$ cat config.mk
export PLATFORM = sky130hd
export DESIGN_NAME = exec_cc_stage
export DESIGN_NICKNAME = d
export VERILOG_FILES = /design/src/rtl/exec_cc_stage.sv
export SDC_FILE = /design/constraint.sdc
export NUM_CORES = 1
export LEC_CHECK = 0
export CAP_MARGIN = 25
export CELL_PAD_IN_SITES_DETAIL_PLACEMENT = 1
export CELL_PAD_IN_SITES_GLOBAL_PLACEMENT = 1
export CORE_ASPECT_RATIO = 0.8
export CORE_MARGIN = 5
export CORE_UTILIZATION = 30
export DETAILED_ROUTE_END_ITERATION = 10
export PLACE_DENSITY_LB_ADDON = 0.1
export SLEW_MARGIN = 0
export SYNTH_ARGS = -nofsm -noshare
export SYNTH_HDL_FRONTEND = slang
export SYNTH_SLANG_ARGS = --single-unit
export TNS_END_PERCENT = 10
$ cat constraint.sdc
create_clock -name clk -period 2.65 [get_ports clk]
set_input_delay 0.265 -clock clk [delete_from_list [all_inputs] [get_ports clk]]
set_output_delay 0.265 -clock clk [all_outputs]
set_load 0.03 [all_outputs]
$ cat src/rtl/exec_cc_stage.sv
// Y86-64 execute-stage back end: condition codes, branch/cmov condition and the E->M register.
// e_cnd depends only on the registered CC and E_ifun, never on alu_out.
module exec_cc_stage #(
    parameter int unsigned W       = 64,
    parameter logic [3:0]  RNONE   = 4'hF,
    parameter logic [3:0]  INOP    = 4'h1,
    parameter logic [3:0]  IOPQ    = 4'h6,
    parameter logic [3:0]  IRRMOVQ = 4'h2
) (
    input  logic         clk,
    input  logic         reset,
    input  logic         E_valid,
    input  logic [3:0]   E_icode,
    input  logic [3:0]   E_ifun,
    input  logic [2:0]   E_stat,
    input  logic [W-1:0] E_valA,
    input  logic [3:0]   E_dstE,
    input  logic [3:0]   E_dstM,
    input  logic [W-1:0] alu_out,
    input  logic         alu_ovf,
    input  logic         exc_block,
    input  logic         M_stall,
    input  logic         M_bubble,
    output logic         cc_zf,
    output logic         cc_sf,
    output logic         cc_of,
    output logic         e_cnd,
    output logic         M_valid,
    output logic [3:0]   M_icode,
    output logic [3:0]   M_ifun,
    output logic [2:0]   M_stat,
    output logic         M_cnd,
    output logic [W-1:0] M_valE,
    output logic [W-1:0] M_valA,
    output logic [3:0]   M_dstE,
    output logic [3:0]   M_dstM
);

    localparam logic [2:0] StatAok = 3'd1;

    logic         zf_q, sf_q, of_q;
    logic         cond;
    logic         lt;
    logic [3:0]   e_dstE;
    logic         cc_en;

    logic         valid_q;
    logic [3:0]   icode_q, ifun_q, dste_q, dstm_q;
    logic [2:0]   stat_q;
    logic         cnd_q;
    logic [W-1:0] vale_q, vala_q;

    assign lt = sf_q ^ of_q;

    always_comb begin
        cond = 1'b0;
        case (E_ifun)
            4'd0:    cond = 1'b1;
            4'd1:    cond = lt | zf_q;
            4'd2:    cond = lt;
            4'd3:    cond = zf_q;
            4'd4:    cond = ~zf_q;
            4'd5:    cond = ~lt;
            4'd6:    cond = ~lt & ~zf_q;
            default: cond = 1'b0;
        endcase
    end

    assign e_cnd  = cond;
    // A cmov whose condition fails must not write its destination.
    assign e_dstE = (E_icode == IRRMOVQ && !cond) ? RNONE : E_dstE;
    assign cc_en  = E_valid & (E_icode == IOPQ) & ~exc_block & ~M_stall & ~reset
                  & (E_stat == StatAok);

    always_ff @(posedge clk) begin
        if (reset) begin
            zf_q <= 1'b1;
            sf_q <= 1'b0;
            of_q <= 1'b0;
        end else if (cc_en) begin
            zf_q <= (alu_out == '0);
            sf_q <= alu_out[W-1];
            of_q <= alu_ovf;
        end
    end

    always_ff @(posedge clk) begin
        if (reset || (!M_stall && M_bubble)) begin
            valid_q <= 1'b0;
            icode_q <= INOP;
            ifun_q  <= 4'd0;
            stat_q  <= StatAok;
            cnd_q   <= 1'b0;
            vale_q  <= '0;
            vala_q  <= '0;
            dste_q  <= RNONE;
            dstm_q  <= RNONE;
        end else if (!M_stall) begin
            valid_q <= E_valid;
            icode_q <= E_icode;
            ifun_q  <= E_ifun;
            stat_q  <= E_stat;
            cnd_q   <= cond;
            vale_q  <= alu_out;
            vala_q  <= E_valA;
            dste_q  <= e_dstE;
            dstm_q  <= E_dstM;
        end
    end

    assign cc_zf   = zf_q;
    assign cc_sf   = sf_q;
    assign cc_of   = of_q;
    assign M_valid = valid_q;
    assign M_icode = icode_q;
    assign M_ifun  = ifun_q;
    assign M_stat  = stat_q;
    assign M_cnd   = cnd_q;
    assign M_valE  = vale_q;
    assign M_valA  = vala_q;
    assign M_dstE  = dste_q;
    assign M_dstM  = dstm_q;

endmodule

Word-level counts from Yosys, hierarchy flattened
Index checks and enable logic that the tools add are counted.
Storage, ports and cells
  register bits after elaboration: 152
  bits of input ports: 154
  output and inout port bits: 153
  logic and storage cells: 43
Cells by class
  equal/unequal tests: 9
  multiplexer cells: 2
  bitwise operators: 13
  reductions and logical operators: 7
Operators by type and width (count)
  zero test 64 bit: 1
  equality test 4 x 3 -> 1 bit (second input constant): 4
  equality test 4 x 2 -> 1 bit (second input constant): 3
  case mux 1 bit (7 select lines): 1
  AND 1 bit: 6
  inverter 1 bit: 5
  equality test 4 x 1 -> 1 bit (second input constant): 1
  zero test 4 bit: 1
  two-way mux 4 bit: 1
  equality test 3 x 1 -> 1 bit (second input constant): 1
  logical AND 1 bit: 2
  zero test 1 bit: 2
  logical OR 1 bit: 1
  bitwise OR 1 bit: 1
  bitwise XOR 1 bit: 1

Depth between registers and ports, before layout
Gate-level depths: netlist (run 1).
  word-level depth: 7
  depth in mapped cells: 6
  depth with buffers taken out: 4

Worst setup path after synthesis (run 1)
OpenSTA, ideal clock, no wires.
  kind: register to output
  start point: reg sf_q, in the netlist cc_sf
  end point: out e_cnd
  arrival: 1.573 ns
  data required time: 2.385 ns
  slack: 0.812 ns
  cell stages (with the launch flop): 5
  buffers on the path: 0
  path through: dfxtp_1 > xnor2_1 > mux2i_1 > o22ai_1 > nor2b_1
On the way
  word-level cells in the longest chain between the ends: 4
  elaborated cells between the ends (all ways): 5
  classes of those cells: 1 x mux; 4 x bitwise
Ends and longest elaborated chain
  from (decl): line 41  | logic zf_q, sf_q, of_q;
  from (signal assigned): line 82  | sf_q <= alu_out[W-1];
  bitwise XOR 1 bit (*): line 53  | assign lt = sf_q ^ of_q;
  inverter 1 bit: line 63, 64
  AND 1 bit: line 64  | 4'd6: cond = ~lt & ~zf_q;
  case mux 1 bit (7 select lines) (*): line 57  | case (E_ifun)
  to (decl): line 27  | output logic e_cnd,
Every way passes the cells marked *; elsewhere a longest branch is shown, timed or not.

Worst setup path in the final report (run 1)
  start point: reg of_q, in the netlist cc_of
  end point: out e_cnd
On the way
  word-level cells in the longest chain between the ends: 4
  elaborated cells between the ends (all ways): 5
  classes of those cells: 1 x mux; 4 x bitwise
Ends and longest elaborated chain
  from (decl): line 41
  from (signal assigned): line 83  | of_q <= alu_ovf;
  bitwise XOR 1 bit (*): line 53
  inverter 1 bit: line 63, 64
  AND 1 bit: line 64
  case mux 1 bit (7 select lines) (*): line 57
Marked as above.

==> results.cfg, run 1 <==
[status]
status = completed

[clocking]
cts_buffers = 17
clk_pin_slew_ps = 60
post_cts_buffers = 0
cts_root_buffer = clkbuf_16
cts_hold_buf = 0
htree_levels = 4
clockBufferDepth = 2
cts_tree = built
cts_num_sinks = 152
clk_latency_ps = 420

[worst_setup_path]
crit_path_end_kind = primary output
crit_path_start_kind = flip-flop
path_class = flip-flop to primary output
worstPathMaxFanout = 5
rrSetupSlack_ps = 1170
cp.depth = 5
worstPathCellList = xnor2_2, mux2i_4, o22ai_1, nor2b_1, dlymetal6s2s_1
cp-startpoint = cc_of$_SDFFE_PP0P_
crit_path_max_incr_delay_ps = 340
crit_end = e_cnd
cp.buffers_inverters = 1
worst_ep_arrival_time_ps = 1910
r2r_start = cc_sf$_SDFFE_PP0P_
cp_data_required_time_ps = 2380
crit_slowest_cell = dfxtp_1
worstReg2RegEnd = M_dstE[0]$_SDFFE_PP1N_
rr_worst_depth = 5
critPathTopFamily = flip-flops

[timing]
tightest_slew_ps = 889.8
max-slew-margin-rel = 0.3984
fmax_mhz = 459.0
min_period_ps = 2179
setup-tns-final_ps = 0
hold_viol = 0
period_share = 0.8221
rsz0062_at_grt = no
skew_ps = 8.000
maxSlewViolCount = 0
setup_viol = 0

[floorplan]
pin_count = 307
num_rows = 44
start_util = 0.3083
chipWidth_um = 163.2
core_region_area_sq_um = 18280
dieArea_sq_um = 21640
die_y_um = 132.6

[power_and_ir_drop]
p_per_area_nw_per_um2 = 640.9
power.total_mw = 6.174
p_leak_nw = 3.976
ir_worst_vdd_mv = 0.4323

[detailed_routing]
wl_per_cell_um = 18.42
vias = 5125
drt_iter0_drc = 194
ant_nets = 0
dr.pass1.iters = 4
finalWirelength_mm = 20.53
drc_errors = 0
avgViaCountPerCell = 4.596

[min_path]
holdCritPathClass = input port to flip-flop

[global_routing]
grtUsageTotal = 0.1875
grt_pass1_wl_mm = 31.82
met2_usage = 0.3316
grt_pass1_vias = 5698
use_met1 = 0.2055
antenna_found_initial = 0
overflow = 0
grt_max_degree = 76
grt_use_met3 = 0.07276
busiest_layer = met2

[layout]
final_layout_size_suffix_gt1_frac = 0.05220
nNetsFinal = 1003
areaGrowthSynthToFinish_pct = 70.96
num_antenna_cells = 0
layout_common_cells = 304 x clkdlybuf4s50_1, 152 x dfxtp_1, 148 x nor2_1, 146 x mux2i_1, 20 x nor4_1
final_common_cell = clkdlybuf4s50_1

[yosys]
syn_inst = 550
async_reset_ff_frac = 0
seq_area_frac_synth = 0.5400
synth_top_flop_cell = dfxtp_1
avgSynthCellArea_sq_um = 10.25
ys_ff_latch = 152
synth.cell_area_sq_um = 5635
synth_fp_nets = 704
synth_edf_count = 0
yosys_warnings = 0
synth_cell_types = 26

[placement]
dp_hpwl_mm = 15.91
gp_congestion = 0.8016
io_buffers = 306

[flow_run]
maxCapViolCount = 0
## synthesized netlist by cell type (3+ instances only)
master / count / share of area
dfxtp_1: 152 / 0.54
nor2_1: 148 / 0.099
mux2i_1: 147 / 0.26
nor4_1: 20 / 0.022
buf_2: 16 / 0.014
clkbuf_1: 16 / 0.011
nor3_1: 12 / 0.011
nand2_1: 6 / 0.0040
nand4_1: 5 / 0.0056
or3_1: 5 / 0.0056
nor2b_1: 3 / 0.0033
## metal layers
metal  part of all wire  up-vias
met5                  0        -
li1                   -     2488
met2               0.51      168
met1               0.39     2445
met3              0.079       24
met4              0.023        0
## flip-flops by register name, indices dropped and copies added (netlist names)
| signal | count |
|---|---|
| M_valA | 64 |
| M_valE | 64 |
| M_dstE | 4 |
| M_dstM | 4 |
| M_icode | 4 |
| M_ifun | 4 |
| M_stat | 3 |
| M_cnd | 1 |
| M_valid | 1 |
| cc_of | 1 |
| cc_sf | 1 |
| cc_zf | 1 |
## area by class of cell
class                      instances  area (sq um)
fill                            1995          8643
timing repair buffer             313          3159
sequential                       152          3043
multi-input combinational        362          2464
clock buffer                      17         425.4
tap                              253         316.6
clock inverter                    15         215.2
inverter                           3         11.26
## metrics by stage
step	std cells	area [sq um]	hold slack, ps	setup WS [ps]	utilization
after floorplan	550	5635	337.4	811.6	-
after global placement	1083	8971	457.5	235.6	0.4908
after detailed placement	1083	8971	462.4	218.2	0.4908
after CTS	1115	9623	378.8	82.20	0.5265
after global routing	1115	9634	399.6	353.5	0.5271
final	1115	9634	385.8	471.3	0.5271
## worst min-delay path by stage
stage               slack [ps]                      to                    from  depth (start not counted)
detailed placement         460  M_dstM[1]$_SDFFE_PP1N_  M_dstM[1]$_SDFFE_PP1N_                          2
global route               400  M_valA[0]$_SDFFE_PP0N_                 M_stall                          3
global placement           460  M_dstM[0]$_SDFFE_PP1N_  M_dstM[0]$_SDFFE_PP1N_                          2
floorplan                  340      cc_of$_SDFFE_PP0P_                   reset                          1
CTS                        380  M_ifun[0]$_SDFFE_PP0N_                 M_stall                          3
finish                     390    M_valid$_SDFFE_PP0N_                 M_stall                          3
## kinds of logic (layout without fill, tap and decap cells)
group,after synthesis,in the layout,share of synthesized area
buf+inv,36,348,0.02775
compound gates,7,7,0.009101
simple gates,207,207,0.1605
xor+xnor,1,1,0.001554
flops,152,152,0.5400
mux,147,147,0.2611
## report_power, final
part / switching, mW / internal [mW]
logic: 0.534 / 0.529
clock network: 1.05 / 1.60
registers: 0.0612 / 2.40
total: 1.64 / 4.53
## worst reg2reg max path: stages (launching register included)
cell,delay [ps]
dfxtp_1,350
xnor2_2,190
a221oi_2,300
buf_4,170
nor3_1,60
nor4_1,310
## what timing repair did
| action | CTS | global route |
|---|---|---|
| gates cloned | 0 | 0 |
| endpoints found under the setup margin | 1 | 1 |
| gates resized for setup | 2 | 2 |
Note: power is estimated with default switching activity, not from simulation.
==> run 2: changes to the inputs <==
--- a/config.mk
+++ b/config.mk
@@ -10,7 +10,7 @@
 export CELL_PAD_IN_SITES_GLOBAL_PLACEMENT = 1
 export CORE_ASPECT_RATIO = 0.8
 export CORE_MARGIN = 5
-export CORE_UTILIZATION = 30
+export CORE_UTILIZATION = 25
 export DETAILED_ROUTE_END_ITERATION = 10
 export PLACE_DENSITY_LB_ADDON = 0.1
 export SLEW_MARGIN = 0
==> constraint.sdc (replaced) <==
create_clock -name clk -period 1.8 [get_ports clk]
set_input_delay 0.18 -clock clk [delete_from_list [all_inputs] [get_ports clk]]
set_output_delay 0.18 -clock clk [all_outputs]
set_load 0.03 [all_outputs]
==> results.cfg, run 2 (same netlist as run 1, synthesis figures left out) <==
[status]
status = complete, but fails checks
violations = negative setup slack

[layout]
final_common_cell = clkdlybuf4s50_1
stdcell_area_sq_um = 10060
num_antenna_cells = 0
layout_common_cells = 302 x clkdlybuf4s50_1, 150 x dfxtp_1, 148 x nor2_1, 146 x mux2i_1, 46 x buf_4
areaGrowthSynthToFinish_pct = 78.55
nNetsFinal = 1051
final_layout_size_suffix_gt1_frac = 0.1067
final_util = 0.4509

[floorplan]
start_util = 0.2525
dieArea_sq_um = 25660
core_region_area_sq_um = 22320
pin_count = 307
chipWidth_um = 177.9
die_y_um = 144.3
num_rows = 49

[power_and_ir_drop]
ir_worst_vdd_mv = 0.6631
power.total_mw = 8.870
p_leak_nw = 4.200
p_per_area_nw_per_um2 = 881.6

[global_routing]
busiest_layer = met2
grt_max_degree = 83
met2_usage = 0.2789
antenna_found_initial = 1
grt_use_met3 = 0.07919
grt_pass1_wl_mm = 32.91
grtUsageTotal = 0.1651
grt_pass1_vias = 5792
overflow = 0
use_met1 = 0.1878

[worst_setup_path]
cp_data_required_time_ps = 1620
crit_path_max_incr_delay_ps = 360
worstPathCellList = xnor2_4, a221oi_2, o22ai_2, nor2b_4, buf_6
crit_path_start_kind = flip-flop
path_class = flip-flop to primary output
rrSetupSlack_ps = 70
crit_path_end_kind = primary output
worstPathMaxFanout = 2
rr_worst_depth = 10
cp-startpoint = cc_sf$_SDFFE_PP0P_
r2r_start = cc_sf$_SDFFE_PP0P_
crit_slowest_cell = dfxtp_4
worst_ep_arrival_time_ps = 1660
worstReg2RegEnd = M_dstE[3]$_SDFFE_PP1N_
crit_end = e_cnd

[detailed_routing]
avgViaCountPerCell = 4.314
dr.pass1.iters = 4
wl_per_cell_um = 17.73
finalWirelength_mm = 21.54
ant_nets = 0
drc_errors = 0
drt_iter0_drc = 138
vias = 5242

[timing]
setup_viol = 1
maxSlewViolCount = 0
hold_viol = 0
max-slew-margin-rel = 0.5759
fmax_mhz = 542.0
period_share = 1.025
hold_ws_ps = 98.79
rsz0062_at_grt = yes
timing.final.ws_setup_ps = -44.91
setup-tns-final_ps = -44.91
tightest_slew_ps = 636.1
min_period_ps = 1845
skew_ps = 10.36

[clocking]
cts_tree = built
clockBufferDepth = 2
clk_latency_ps = 420
cts_num_sinks = 152
cts_buffers = 17
cts_root_buffer = clkbuf_16
clk_pin_slew_ps = 70
htree_levels = 4

[placement]
dp_hpwl_mm = 16.50
io_buffers = 306
gp_congestion = 0.8448
place_area_sq_um = 9348

[flow_run]
maxCapViolCount = 0

[min_path]
holdCritStartpoint = M_stall
holdCritPathClass = input port to flip-flop
==> run 2: how the worst min path moves through the flow <==
| stage | endpoint | slack [ps] | depth (start not counted) |
|---|---|---|---|
| floorplan | cc_of$_SDFFE_PP0P_ | 250 | 1 |
| global placement | M_dstM[1]$_SDFFE_PP1N_ | 450 | 2 |
| detailed placement | M_stat[0]$_SDFFE_PP1N_ | 470 | 2 |
| CTS | M_ifun[3]$_SDFFE_PP0N_ | 70 | 3 |
| global route | M_valE[63]$_SDFFE_PP0N_ | 110 | 3 |
| finish | M_ifun[3]$_SDFFE_PP0N_ | 100 | 3 |
==> run 2: cell type report <==
type | count | area, sq um
Tap cell | 306 | 382.9
Timing Repair Buffer | 361 | 3547
Inverter | 3 | 11.26
Fill cell | 2489 | 12250
Sequential cell | 152 | 3048
Clock buffer | 19 | 442.9
Multi-Input combinational cell | 362 | 2486
Clock inverter | 12 | 143.9
==> run 2: layer usage <==
layer,vias to the layer above,part of all wire
li1,2575,-
met1,2472,0.40
met2,172,0.49
met3,21,0.10
met4,2,0.014
met5,-,0.00060
==> run 2: report_power, final <==
group	internal, mW	switching (mW)
Clock	2.10	1.51
Sequential	3.53	0.0874
Combinational	0.833	0.806
==> run 2: worst max-delay path: cells and delay by family (launching register included) <==
family | cells | cell delay, ps
AO/OA/AOI/OAI | 2 | 460
flip-flops | 1 | 360
XOR/XNOR | 1 | 150
AND/OR/NAND/NOR | 1 | 140
buffers and inverters | 1 | 140
==> run 2: through the flow <==
stage          worst slack, ps  instances
2_1_floorplan            46.58        550
3_3_place_gp            -442.7       1176
3_5_place_dp            -430.6       1176
4_1_cts                 -75.96       1215
5_1_grt                 -122.8       1215
6_report                -44.91       1215
==> run 2: repair_timing <==
| item | in CTS | in global routing |
|---|---|---|
| endpoints found under the hold margin | 0 | 0 |
| pin swaps | 4 | 3 |
| hold buffers | 0 | 0 |
| resized for setup | 12 | 6 |
| buffers inserted | 8 | 0 |
| setup endpoints to repair | 2 | 6 |
| cloned | 0 | 0 |
==> run 3: changes to the inputs <==
--- a/config.mk
+++ b/config.mk
@@ -6,7 +6,7 @@
 export NUM_CORES = 1
 export LEC_CHECK = 0
 export CAP_MARGIN = 25
-export CELL_PAD_IN_SITES_DETAIL_PLACEMENT = 1
+export CELL_PAD_IN_SITES_DETAIL_PLACEMENT = 0
 export CELL_PAD_IN_SITES_GLOBAL_PLACEMENT = 1
 export CORE_ASPECT_RATIO = 0.8
 export CORE_MARGIN = 5
==> results.cfg, run 3 (same netlist as run 1, synthesis figures left out) <==
[layout]
final_common_cell = clkdlybuf4s50_1
areaGrowthSynthToFinish_pct = 77.53
layout_common_cells = 301 x clkdlybuf4s50_1, 150 x dfxtp_1, 148 x nor2_1, 146 x mux2i_1, 47 x buf_4
num_antenna_cells = 0
final_layout_size_suffix_gt1_frac = 0.1018
nNetsFinal = 1047
final_util = 0.4483
layout.cells.non_filler = 1210
fill_cells = 2123

[timing]
period_share = 1.021
hold_ws_ps = 99.74
rsz0062_at_grt = yes
fmax_mhz = 543.9
hold_viol = 0
skew_ps = 9.278
setup-tns-final_ps = -38.43
timing.final.ws_setup_ps = -38.43
setup_viol = 1
min_period_ps = 1838
maxSlewViolCount = 0
tightest_slew_ps = 653.4
max-slew-margin-rel = 0.5644

[worst_setup_path]
r2r_start = cc_of$_SDFFE_PP0P_
worst_ep_arrival_time_ps = 1660
cp_data_required_time_ps = 1620
crit_path_end_kind = primary output
cp-startpoint = cc_of$_SDFFE_PP0P_
rrSetupSlack_ps = 160
path_class = flip-flop to primary output
crit_end = e_cnd
worstPathMaxFanout = 2
worstReg2RegEnd = M_dstE[1]$_SDFFE_PP1N_
rr_worst_depth = 7
crit_path_start_kind = flip-flop

[power_and_ir_drop]
p_leak_nw = 4.195
power_frac_comb = 0.185
ir_worst_vdd_mv = 0.4783
clkPwrFrac = 0.402
intPower_mw = 6.407
p_switching_mw = 2.360
netSwitchingFraction = 0.2691
p_per_area_nw_per_um2 = 876.3
power_frac_seq = 0.412

[clocking]
cts_root_buffer = clkbuf_16
htree_levels = 4
cts_tree = built
cts_num_sinks = 152
cts_buffers = 17
clk_latency_ps = 420
clk_pin_slew_ps = 60
cts_hold_buf = 0
clockBufferDepth = 2

[status]
status = complete, but fails checks
violations = negative setup slack

[detailed_routing]
drt_iter0_drc = 159
wl_per_cell_um = 16.62
finalWirelength_mm = 20.11
avgViaCountPerCell = 4.270
vias = 5167
drc_errors = 0
dr.pass1.iters = 4
ant_nets = 0

[floorplan]
start_util = 0.2525
core_region_area_sq_um = 22320
chipWidth_um = 177.9
dieArea_sq_um = 25660
die_y_um = 144.3
pin_count = 307
num_rows = 49

[global_routing]
antenna_found_initial = 0
grt_use_met3 = 0.07710
busiest_layer = met2
grtUsageTotal = 0.1552
grt_pass1_wl_mm = 30.77
met2_usage = 0.2629
grt_max_degree = 83
use_met1 = 0.1744
overflow = 0
grt_pass1_vias = 5556

[placement]
pre_cts_ws_ps = -362.7
io_buffers = 306
gp_congestion = 0.8448
dp_hpwl_mm = 15.32
dp.cells = 1176

[min_path]
holdCritPathClass = input port to flip-flop

[flow_run]
maxCapViolCount = 0
==> run 3: power by group through the flow <==
stage,clock network [mW],logic [mW],registers [mW]
final,3.53,1.62,3.61
after global placement,0,1.62,3.68
after global routing,3.82,1.73,3.64
after detailed placement,0,1.63,3.69
after floorplan,0,0.415,4.01
after CTS,3.67,1.64,3.62
==> run 3: metal layers <==
| metal | share of wire | up-vias |
|---|---|---|
| met5 | 0 | - |
| met4 | 0.012 | 0 |
| met3 | 0.10 | 15 |
| met2 | 0.48 | 191 |
| met1 | 0.40 | 2390 |
| li1 | - | 2571 |
==> run 3: per-stage QoR <==
step / total power [mW] / area (sq um)
after global routing: 9.189 / 10000
after CTS: 8.930 / 9971
final: 8.767 / 10000
after global placement: 5.307 / 9348
after detailed placement: 5.325 / 9348
after floorplan: 4.429 / 5635
==> run 3: cell type report <==
cell class | count | area [sq um] | area share
Clock buffer | 17 | 425.4 | 0.04252
Sequential cell | 152 | 3050 | 0.3049
Timing Repair Buffer | 357 | 3505 | 0.3503
Inverter | 3 | 11.26 | 0.001126
Multi-Input combinational cell | 362 | 2480 | 0.2479
Clock inverter | 13 | 150.1 | 0.01501
Tap cell | 306 | 382.9 | 0.03827
==> run 3: worst min-delay path by stage <==
stage | from | end | depth (start not counted)
floorplan | reset | cc_of$_SDFFE_PP0P_ | 1
global placement | M_dstM[1]$_SDFFE_PP1N_ | M_dstM[1]$_SDFFE_PP1N_ | 2
detailed placement | M_dstM[1]$_SDFFE_PP1N_ | M_dstM[1]$_SDFFE_PP1N_ | 2
CTS | M_stall | M_ifun[3]$_SDFFE_PP0N_ | 3
global route | M_stall | M_valE[63]$_SDFFE_PP0N_ | 3
finish | M_stall | M_ifun[3]$_SDFFE_PP0N_ | 3
==> run 3: repair_timing <==
item / in CTS / in global routing
setup endpoints to repair: 2 / 2
pin swaps: 3 / 3
resized for setup: 8 / 6
gates cloned: 0 / 0
buffers inserted: 2 / 2
==> run 3: worst max-delay path: stages, from the launching register on <==
cell and delay [ps]:
dfxtp_4 360, xnor2_4 150, a221oi_2 300, o22ai_2 150, nor2b_4 150, buf_6 140
